File: config.mk
export PLATFORM = sky130hd
export DESIGN_NAME = pixel_frame_tx
export DESIGN_NICKNAME = d
export VERILOG_FILES = /design/src/rtl/pixel_frame_tx.sv
export SDC_FILE = /design/constraint.sdc
export NUM_CORES = 1
export LEC_CHECK = 0
export CORE_MARGIN = 10
export CORE_UTILIZATION = 40
export CTS_BUF_LIST = sky130_fd_sc_hd__clkbuf_4
export DETAILED_ROUTE_END_ITERATION = 6
export PLACE_DENSITY = 0.68
export SYNTH_ARGS = -nofsm -noshare
export SYNTH_HDL_FRONTEND = slang
export SYNTH_SLANG_ARGS = --single-unit
File: constraint.sdc
create_clock -name clk -period 2.5 [get_ports clk]
set_input_delay 0.625 -clock clk [delete_from_list [all_inputs] [get_ports clk]]
set_output_delay 0.625 -clock clk [all_outputs]
set_load 0.005 [all_outputs]
File: src/rtl/pixel_frame_tx.sv
// Frame-level pixel transmitter: frames IMAGE_LEN*IMAGE_HEIGHT upstream pixels into a valid-only stream.
// Optional starvation detector enabled by defining PIXEL_TX_UNDERRUN_EN.
module pixel_frame_tx #(
  parameter int IMAGE_LEN      = 1080,
  parameter int IMAGE_HEIGHT   = 720,
  parameter int HBLANK_CYCLES  = 0,
  parameter int UNDERRUN_LIMIT = 16
) (
  input  logic       clk,
  input  logic       rst,
  input  logic       start_i,
  input  logic       src_valid_i,
  output logic       src_ready_o,
  input  logic [7:0] src_red_i,
  input  logic [7:0] src_green_i,
  input  logic [7:0] src_blue_i,
  output logic       frame_start_o,
  output logic       valid_o,
  output logic [7:0] red_o,
  output logic [7:0] green_o,
  output logic [7:0] blue_o,
  output logic       busy_o,
  output logic       done_o,
  output logic       underrun_o
);

  localparam int CW = $clog2(IMAGE_LEN);
  localparam int RW = $clog2(IMAGE_HEIGHT);
  localparam int BW = $clog2(HBLANK_CYCLES + 2);
  localparam logic [CW-1:0] COL_LAST   = CW'(IMAGE_LEN - 1);
  localparam logic [RW-1:0] ROW_LAST   = RW'(IMAGE_HEIGHT - 1);
  localparam logic [BW-1:0] BLANK_LAST = BW'((HBLANK_CYCLES > 0) ? (HBLANK_CYCLES - 1) : 0);

  typedef enum logic [2:0] {
    S_IDLE   = 3'd0,
    S_SOF    = 3'd1,
    S_STREAM = 3'd2,
    S_BLANK  = 3'd3,
    S_DONE   = 3'd4
  } state_t;

  state_t          state_q, state_d;
  logic [CW-1:0]   col_q, col_d;
  logic [RW-1:0]   row_q, row_d;
  logic [BW-1:0]   blank_q, blank_d;
  logic            valid_q, valid_d;
  logic [23:0]     pix_q, pix_d;
  logic            accept;

  assign src_ready_o = (state_q == S_STREAM);
  assign accept      = src_valid_i & src_ready_o;

  always_comb begin
    state_d = state_q;
    col_d   = col_q;
    row_d   = row_q;
    blank_d = blank_q;
    valid_d = 1'b0;
    pix_d   = pix_q;
    case (state_q)
      S_IDLE: begin
        if (start_i) state_d = S_SOF;
      end
      S_SOF: begin
        col_d   = '0;
        row_d   = '0;
        state_d = S_STREAM;
      end
      S_STREAM: begin
        if (accept) begin
          valid_d = 1'b1;
          pix_d   = {src_red_i, src_green_i, src_blue_i};
          if (col_q == COL_LAST) begin
            col_d = '0;
            if (row_q == ROW_LAST) begin
              state_d = S_DONE;
            end else begin
              row_d = row_q + RW'(1);
              // No blanking after the final line; done follows directly.
              if (HBLANK_CYCLES > 0) begin
                state_d = S_BLANK;
                blank_d = '0;
              end
            end
          end else begin
            col_d = col_q + CW'(1);
          end
        end
      end
      S_BLANK: begin
        if (blank_q == BLANK_LAST) state_d = S_STREAM;
        else                       blank_d = blank_q + BW'(1);
      end
      S_DONE: begin
        state_d = S_IDLE;
      end
      default: begin
        state_d = S_IDLE;
      end
    endcase
  end

  always_ff @(posedge clk or posedge rst) begin
    if (rst) begin
      state_q <= S_IDLE;
      col_q   <= '0;
      row_q   <= '0;
      blank_q <= '0;
      valid_q <= 1'b0;
      pix_q   <= '0;
    end else begin
      state_q <= state_d;
      col_q   <= col_d;
      row_q   <= row_d;
      blank_q <= blank_d;
      valid_q <= valid_d;
      pix_q   <= pix_d;
    end
  end

  assign frame_start_o = (state_q == S_SOF);
  assign busy_o        = (state_q != S_IDLE);
  assign done_o        = (state_q == S_DONE);
  assign valid_o       = valid_q;
  assign red_o         = pix_q[23:16];
  assign green_o       = pix_q[15:8];
  assign blue_o        = pix_q[7:0];

`ifdef PIXEL_TX_UNDERRUN_EN
  localparam int UW = $clog2(UNDERRUN_LIMIT + 1);
  localparam logic [UW-1:0] STARVE_LIMIT = UW'(UNDERRUN_LIMIT);

  logic [UW-1:0] starve_q, starve_d;
  logic          underrun_q, underrun_d;

  // Starvation run only advances in STREAM; blanking cycles hold it.
  always_comb begin
    starve_d   = starve_q;
    underrun_d = underrun_q;
    if (state_q == S_SOF) begin
      starve_d   = '0;
      underrun_d = 1'b0;
    end else if (state_q == S_STREAM) begin
      if (accept) begin
        starve_d = '0;
      end else begin
        if (starve_q != STARVE_LIMIT) starve_d = starve_q + UW'(1);
        if (starve_d == STARVE_LIMIT) underrun_d = 1'b1;
      end
    end
  end

  always_ff @(posedge clk or posedge rst) begin
    if (rst) begin
      starve_q   <= '0;
      underrun_q <= 1'b0;
    end else begin
      starve_q   <= starve_d;
      underrun_q <= underrun_d;
    end
  end

  assign underrun_o = underrun_q;
`else
  assign underrun_o = 1'b0;
`endif

endmodule
======== After elaboration in Yosys (flattened, before gate mapping) ========
Index checks and enable logic that the tools add are counted.
storage, ports and cells
  logic and storage cells ................. 45
  input bits .............................. 28
  register bits after elaboration ......... 50
  output and inout port bits .............. 30
cells by class
  bitwise gates (word level) .............. 1
  equal/unequal tests ..................... 12
  reductions and logical operators ........ 7
  add/subtract/negate cells ............... 3
  muxes and demuxes ....................... 16
operators by type and width
  cell                   number
  $mux 10                3
  $mux 11                2
  $pmux 11 s2            1
  $pmux 10 s2            1
  $mux 3                 5
  $pmux 3 s4             1
  $add 11x1->11 const B  1
  $eq 11x11->1 const B   1
  $add 10x1->10 const B  1
  $eq 10x10->1 const B   1
  $eq 3x2->1 const B     2
  $ne 2x1->1 const B     3
  $ne 2x2->1 const B     3
  $reduce_and 5->1       1
  $reduce_and 2->1       2
  $reduce_and 4->1       1
  $eq 3x1->1 const B     1
  $eq 3x3->1 const B     1
  $logic_not 3->1        1
  $mux 1                 3
  $reduce_bool 3->1      1
  $reduce_bool 2->1      1
  $add 1x1->1 const B    1
  $and 1x1->1            1

======== Logic depth before layout (Yosys ltp) ========
Gate-level depths: netlist (run 1).
  depth in word-level cells ............... 5
  mapped depth ............................ 8
  depth with buffers taken out ............ 5

======== Worst setup path after synthesis (run 1) ========
OpenSTA, ideal clock, no wires.
  kind .................................... reg-to-output
  start point ............................. register state_q[2]
  end point ............................... output port src_ready_o
  path buffers ............................ 3
  data required time ...................... 1.875 ns
  stages on the path, launching flop included .. 6
  data arrival time ....................... 1.232 ns
  setup slack ............................. 0.643 ns
  cell sequence ........................... dfrtp_1 -> buf_2 -> or3b_1 -> buf_2 -> inv_2 -> buf_2
on the way
  cells in the longest elaborated chain, start to end .. 1
ends and longest elaborated chain
  what                    line  text
  from (decl)             42    state_t state_q, state_d;
  from (signal assigned)  112   state_q <= state_d;
  $eq 3x2->1              50    assign src_ready_o = (state_q == S_STREAM);
  to (decl)               13    output logic src_ready_o,
Every way passes these cells.

======== Final worst setup path (run 1) ========
  start point ............................. register state_q[1]
  end point ............................... output port busy_o
on the way
  cells in the longest elaborated chain, start to end .. 1
ends and longest elaborated chain
  what               line  text
  $reduce_bool 3->1  122   assign busy_o = (state_q != S_IDLE);
  to (decl)          22    output logic busy_o,
Every way passes these cells.

==> impl_metrics.ini, run 1 <==
[setup_path]
timing.rr.end = row_q[0]
cp_cell_sequence = buf_4 > or3_1 > clkdlybuf4s50_1
r2r_cells = 5
r2r_slack_ns = 0.41
crit_path_end_kind = primary output
worst_r2r_startpoint = col_q[0]
worstPathMaxFanout = 3
crit_arrival_ns = 1.77
crit_type = flop to primary output
critPathMaxStageDelay_ns = 0.48
critical-path-slowest-cell = clkdlybuf4s50_1
crit_path_start_kind = flop
critPathRequiredTime_ns = 1.88

[sta]
timing.fmax_mhz = 417
fin_crit_ns = 2.40
grt_setup_unrepaired = false
finalSetupViolCount = 0
setup_ws_ns = 0.101
setup_total_negative_slack_ns = 0
timing.hold.ws_ns = 0.523
post-route-period-util_pct = 96.0
hold_viol = 0
fin_worst_skew_ns = 0.00578
maxSlewViolCount = 0

[final_layout]
fin_util_pct = 55.1
n_fill_cell = 521
multi_input_area_um2 = 1110
finalInstanceArea_um2 = 3220
regArea_um2 = 1230
layout.cells.non_filler = 358
fin_nets = 312
final_common_cell = clkdlybuf4s50_1
drive_gt1_share_pct = 21.9
area.growth.synth_to_final_pct = 34.5
final_cell_mix = clkdlybuf4s50_1 (54), dfrtp_1 (47), mux2_2 (24)
antenna_cells = 0

[global_routing]
grt_pass1_wl_um = 9600
overflow = 0
grtUsageTotal_pct = 12.1
grt_max_degree = 50
antenna_found_initial = 0
grt_pass1_vias = 1867

[routing]
drt-total-wl_um = 5840
drtAntennaViolNets = 0
post-route-drc-count = 0
first_pass_iters = 4
via_count = 1947
wire_per_inst_um = 16.3
drtIter0Drc = 113
via_per_inst = 5.44

[run_status]
status = completed

[placement]
place_inst = 342
dpl_cell_area_um2 = 3080
post-place-ws_ns = 0.126
io_buffers = 56
globalplace.congestion = 0.822
hpwlAfterDp_um = 4250

[pwr]
intPower_mw = 1.17
power.share.clock_pct = 23.4
total_power_mw = 1.61
power_switching_uw = 441
seq_power_share_pct = 58.8
ir_worst_vdd_uv = 199
combPwrFrac_pct = 17.8
power.density_nw_per_um2 = 499
cellLeakagePower_nw = 1.36
swShare_pct = 27.4

[clock_network]
cts_inserted_buffers = 5
clk_pin_slew_ns = 0.14
cts_tree = yes
clock_sinks = 49
root_buffer = clkbuf_4
clockBufferDepth = 2
h-tree-depth = 2
clock_latency_ns = 0.37
cts_hold_buffers = 0

[synthesis]
synth_seq_cells = 49
ys.flop_type = dfrtp_1
yosysUniqueCellTypes = 47
synth_top_area_share_pct = 51.2
synth_largest_area_cell = dfrtp_1
syn-instance-count = 213
synth_top_cells_by_area = dfrtp_1 (51%), mux2_2 (11%), nand4_1 (2.4%)
async_reset_ff_share_pct = 100
synth-edff-count = 0
ys_seq_area_share_pct = 51.2
yosysWarnings = 0
syn_area_per_cell_um2 = 11.2
syn_area_um2 = 2390
syn_nets = 243

[floorplan]
die_h_um = 97.4
fp-row-count = 28
die_area_um2 = 9480
io_pins = 58
initial_core_util_pct = 40.9
core_um2 = 5850
fp.dieW_um = 97.4

[min_path]
hold_path_end = pix_q[3]
min_path_cells = 1
min_path_type = flop to flop
hp-start = pix_q[3]

[run]
drv_cap = 0
## repair_timing
action,CTS,global route
setup buffers,6,2
resized for setup,5,2
setup endpoints to repair,2,3
## power by group through the flow
stage	Clock (mW)	Combinational [mW]	Sequential, mW
2_1_floorplan	0	0.129	0.948
6_report	0.376	0.286	0.945
5_1_grt	0.427	0.316	0.959
4_1_cts	0.400	0.293	0.945
3_3_place_gp	0	0.285	0.957
3_5_place_dp	0	0.293	0.960
## per-layer routing
layer / vias to the layer above / track usage, % / share of wire [%] / wire, um
li1: 941 / - / - / -
met1: 936 / 17.3 / 52 / 3060
met2: 64 / 17.0 / 40 / 2340
met3: 6 / 3.91 / 6.6 / 387
met4: 0 / 3.36 / 0.89 / 52
met5: - / 0 / 0 / 0
## cells by family after synthesis
logic type / count (synthesis) / synth area share, %
fa+ha+maj: 2 / 1.04
xor+xnor: 2 / 0.732
other cells: 1 / 0.157
buf+inv: 17 / 3.29
simple gates: 75 / 18.5
mux: 26 / 12.1
flops: 49 / 51.2
compound gates: 41 / 12.9
## registers in the layout, indices dropped and copies added, names as in the netlist
signal	flops
state_q	3
col_q	11
row_q	10
pix_q	24
valid_o	1
## worst max-delay path: cells and delay by family (launching register included)
kind,cells,cell delay (ns)
buffers and inverters,2,0.62
DFF,1,0.42
and+or+nand+nor,1,0.37
## synthesized netlist by cell type (2+ instances only)
| library cell | instances |
|---|---|
| dfrtp_1 | 49 |
| mux2_2 | 24 |
| nand3_1 | 11 |
| nor2_1 | 10 |
| nand4_1 | 9 |
| nor3_1 | 9 |
| a21oi_1 | 8 |
| nand2_1 | 8 |
| o21ai_0 | 8 |
| buf_2 | 6 |
| inv_1 | 6 |
| a211o_1 | 5 |
| and3_1 | 5 |
| and4_1 | 3 |
| nor4_1 | 3 |
| or3_1 | 3 |
| a2111oi_2 | 2 |
| a21boi_0 | 2 |
| a221o_1 | 2 |
| a2bb2oi_1 | 2 |
| buf_4 | 2 |
| clkbuf_1 | 2 |
| ha_1 | 2 |
| mux2i_1 | 2 |
| nand2b_1 | 2 |
| nand3b_1 | 2 |
| o211a_1 | 2 |
| o211ai_1 | 2 |
| o31ai_1 | 2 |
| or4_1 | 2 |
| xnor2_1 | 2 |
## worst max-delay path by stage
stage / startpoint / endpoint / slack, ns / depth (start not counted)
after floorplan: state_q[2] / src_ready_o / 0.64 / 5
after global placement: src_valid_i / pix_q[7] / 0.13 / 4
after detailed placement: src_valid_i / pix_q[19] / 0.13 / 4
after CTS: state_q[1] / src_ready_o / 0.003 / 4
after global routing: state_q[1] / busy_o / 0.02 / 3
final: state_q[1] / busy_o / 0.10 / 3
## cell type report
type                       count  share of cell area [%]
sequential                    49                    38.1
multi-input combinational    147                    34.6
timing repair buffer          72                    21.7
tap                           75                    2.91
clock buffer                   6                    1.40
inverter                       7                   0.816
clock inverter                 2                   0.466
(Power assumes the default switching activity.)
==> run 2, diff against run 1 <==
--- a/config.mk
+++ b/config.mk
@@ -10,6 +10,7 @@
 export CTS_BUF_LIST = sky130_fd_sc_hd__clkbuf_4
 export DETAILED_ROUTE_END_ITERATION = 6
 export PLACE_DENSITY = 0.68
+export REMOVE_ABC_BUFFERS = 1
 export SYNTH_ARGS = -nofsm -noshare
 export SYNTH_HDL_FRONTEND = slang
 export SYNTH_SLANG_ARGS = --single-unit
==> run 2 against run 1 <==
Net effect:
- clock skew is 0.0038 ns higher
- critical path type unchanged
- critical path depth stayed put
- largest power group unchanged
- core utilization shrank 0.11 points
- sequential share of layout area grew 0.074 points
- final cell count decreased by 1.1%
- die area is the same
- via count hardly changed
- largest cell class unchanged
- non-clock buffer count fell by 4
==> impl_metrics.ini, run 2 (synthesis gave the netlist of run 1 again) <==
[run_status]
status = completed

[placement]
dpl_cell_area_um2 = 3100
globalplace.congestion = 0.808
hpwlAfterDp_um = 4320
place_inst = 342
io_buffers = 56
post-place-ws_ns = 0.152

[pwr]
ir_worst_vdd_uv = 255
total_power_mw = 1.70
power.density_nw_per_um2 = 529
cellLeakagePower_nw = 1.35

[routing]
drtAntennaViolNets = 0
via_per_inst = 5.50
drtIter0Drc = 113
via_count = 1946
first_pass_iters = 4
drt-total-wl_um = 5880
post-route-drc-count = 0
wire_per_inst_um = 16.6

[floorplan]
initial_core_util_pct = 40.9
die_area_um2 = 9480
die_h_um = 97.4
io_pins = 58
fp-row-count = 28
core_um2 = 5850
fp.dieW_um = 97.4

[final_layout]
n_fill_cell = 510
drive_gt1_share_pct = 20.4
final_cell_mix = clkdlybuf4s50_1 (55), dfrtp_1 (47), mux2_2 (24)
layout.cells.non_filler = 354
finalInstanceArea_um2 = 3220
regArea_um2 = 1230
multi_input_area_um2 = 1110
antenna_cells = 0
fin_nets = 308
final_common_cell = clkdlybuf4s50_1
largest_register_ffs = 24
top_regs = pix_q: 24 flops, col_q: 11 flops, row_q: 10 flops
area.growth.synth_to_final_pct = 34.3
max_flop_register = pix_q

[sta]
hold_viol = 0
post-route-period-util_pct = 96.9
finalSetupViolCount = 0
fin_worst_skew_ns = 0.00961
fin_crit_ns = 2.42
timing.fmax_mhz = 413
maxSlewViolCount = 0
setup_ws_ns = 0.0787

[setup_path]
critPathMaxStageDelay_ns = 0.50
crit_path_end_kind = primary output
critical-path-slowest-cell = clkdlybuf4s50_1
crit_family = buffers and inverters
crit_arrival_ns = 1.80
crit_type = flop to primary output
critPathBufInv = 2
cp_cell_sequence = or3b_4 > inv_2 > clkdlybuf4s50_1
critPathRequiredTime_ns = 1.88
crit_path_start_kind = flop
worstPathMaxFanout = 5

[clock_network]
h-tree-depth = 2
clock_latency_ns = 0.36
cts_hold_buffers = 0
clock_sinks = 49
cts_inserted_buffers = 5
clk_pin_slew_ns = 0.14
cts_tree = yes
clockBufferDepth = 2
root_buffer = clkbuf_4

[global_routing]
grt_pass1_wl_um = 9780
grtUsageTotal_pct = 12.4
grt_max_degree = 50
grt_pass1_vias = 1853
antenna_found_initial = 0
overflow = 0

[run]
drv_cap = 0

[min_path]
min_path_type = flop to flop
## run 2: cell types whose count changed in the layout (fill, tap and decap cells not counted)
cell	delta
buf_12	+1
buf_4	-5
bufinv_16	+1
clkbuf_4	-1
clkdlybuf4s50_1	+1
clkinv_1	+1
clkinvlp_4	-1
dlymetal6s2s_1	-1
nand2b_1	+1
nand2b_4	-1
or2_1	-1
or2_4	+1
## run 2: worst paths after layout
check                            from     endpoint  slack (ns)  cells after the start
max                        state_q[0]  src_ready_o        0.08                      3
min                         pix_q[10]    pix_q[10]        0.52                      1
max reg2reg                  col_q[0]     row_q[0]        0.38                      5
min reg2reg                 pix_q[10]    pix_q[10]        0.52                      1
max in group asynchronous         rst   state_q[0]        1.66                      3
min in group asynchronous         rst    pix_q[12]        0.61                      3
## run 2: repair_timing
action / 4_1_cts / 5_1_grt
buffers inserted: 3 / 1
setup endpoints to repair: 2 / 2
gates resized for setup: 3 / 2
## run 2: worst reg2reg max path: stages, from the launching register on
cell and delay [ns]:
dfrtp_1 0.43, ha_1 0.25, and4_1 0.38, nand4_1 0.32, a2111oi_0 0.51, a211o_1 0.16
## run 2: final cells by class
class / instances / share of cell area [%]
sequential: 49 / 38.2
inverter: 7 / 0.817
clock inverter: 3 / 1.28
timing repair buffer: 68 / 21.1
tap: 75 / 2.92
clock buffer: 5 / 1.17
multi-input combinational: 147 / 34.5
## run 2: power by group
part	internal, mW	switching (mW)
logic	0.179	0.110
registers	0.868	0.0737
clock network	0.207	0.260
total	1.25	0.445
## run 2: per-stage QoR
stage | util [%] | TNS, ns | hold slack [ns]
floorplan | - | -35.17 | 0.471
global placement | 52.9 | 0 | 0.488
detailed placement | 52.9 | 0 | 0.495
CTS | 54.7 | 0 | 0.528
global route | 55.0 | -0.00182 | 0.531
finish | 55.0 | 0 | 0.521
## run 2: routing by layer
layer / up-vias / wire length [um] / share of wire, % / GRT usage [%]
met2: 67 / 2380 / 41 / 16.7
met5: - / 0 / 0 / 0
li1: 928 / - / - / -
met3: 6 / 358 / 6.1 / 4.13
met4: 0 / 68 / 1.2 / 3.91
met1: 945 / 3070 / 52 / 17.8
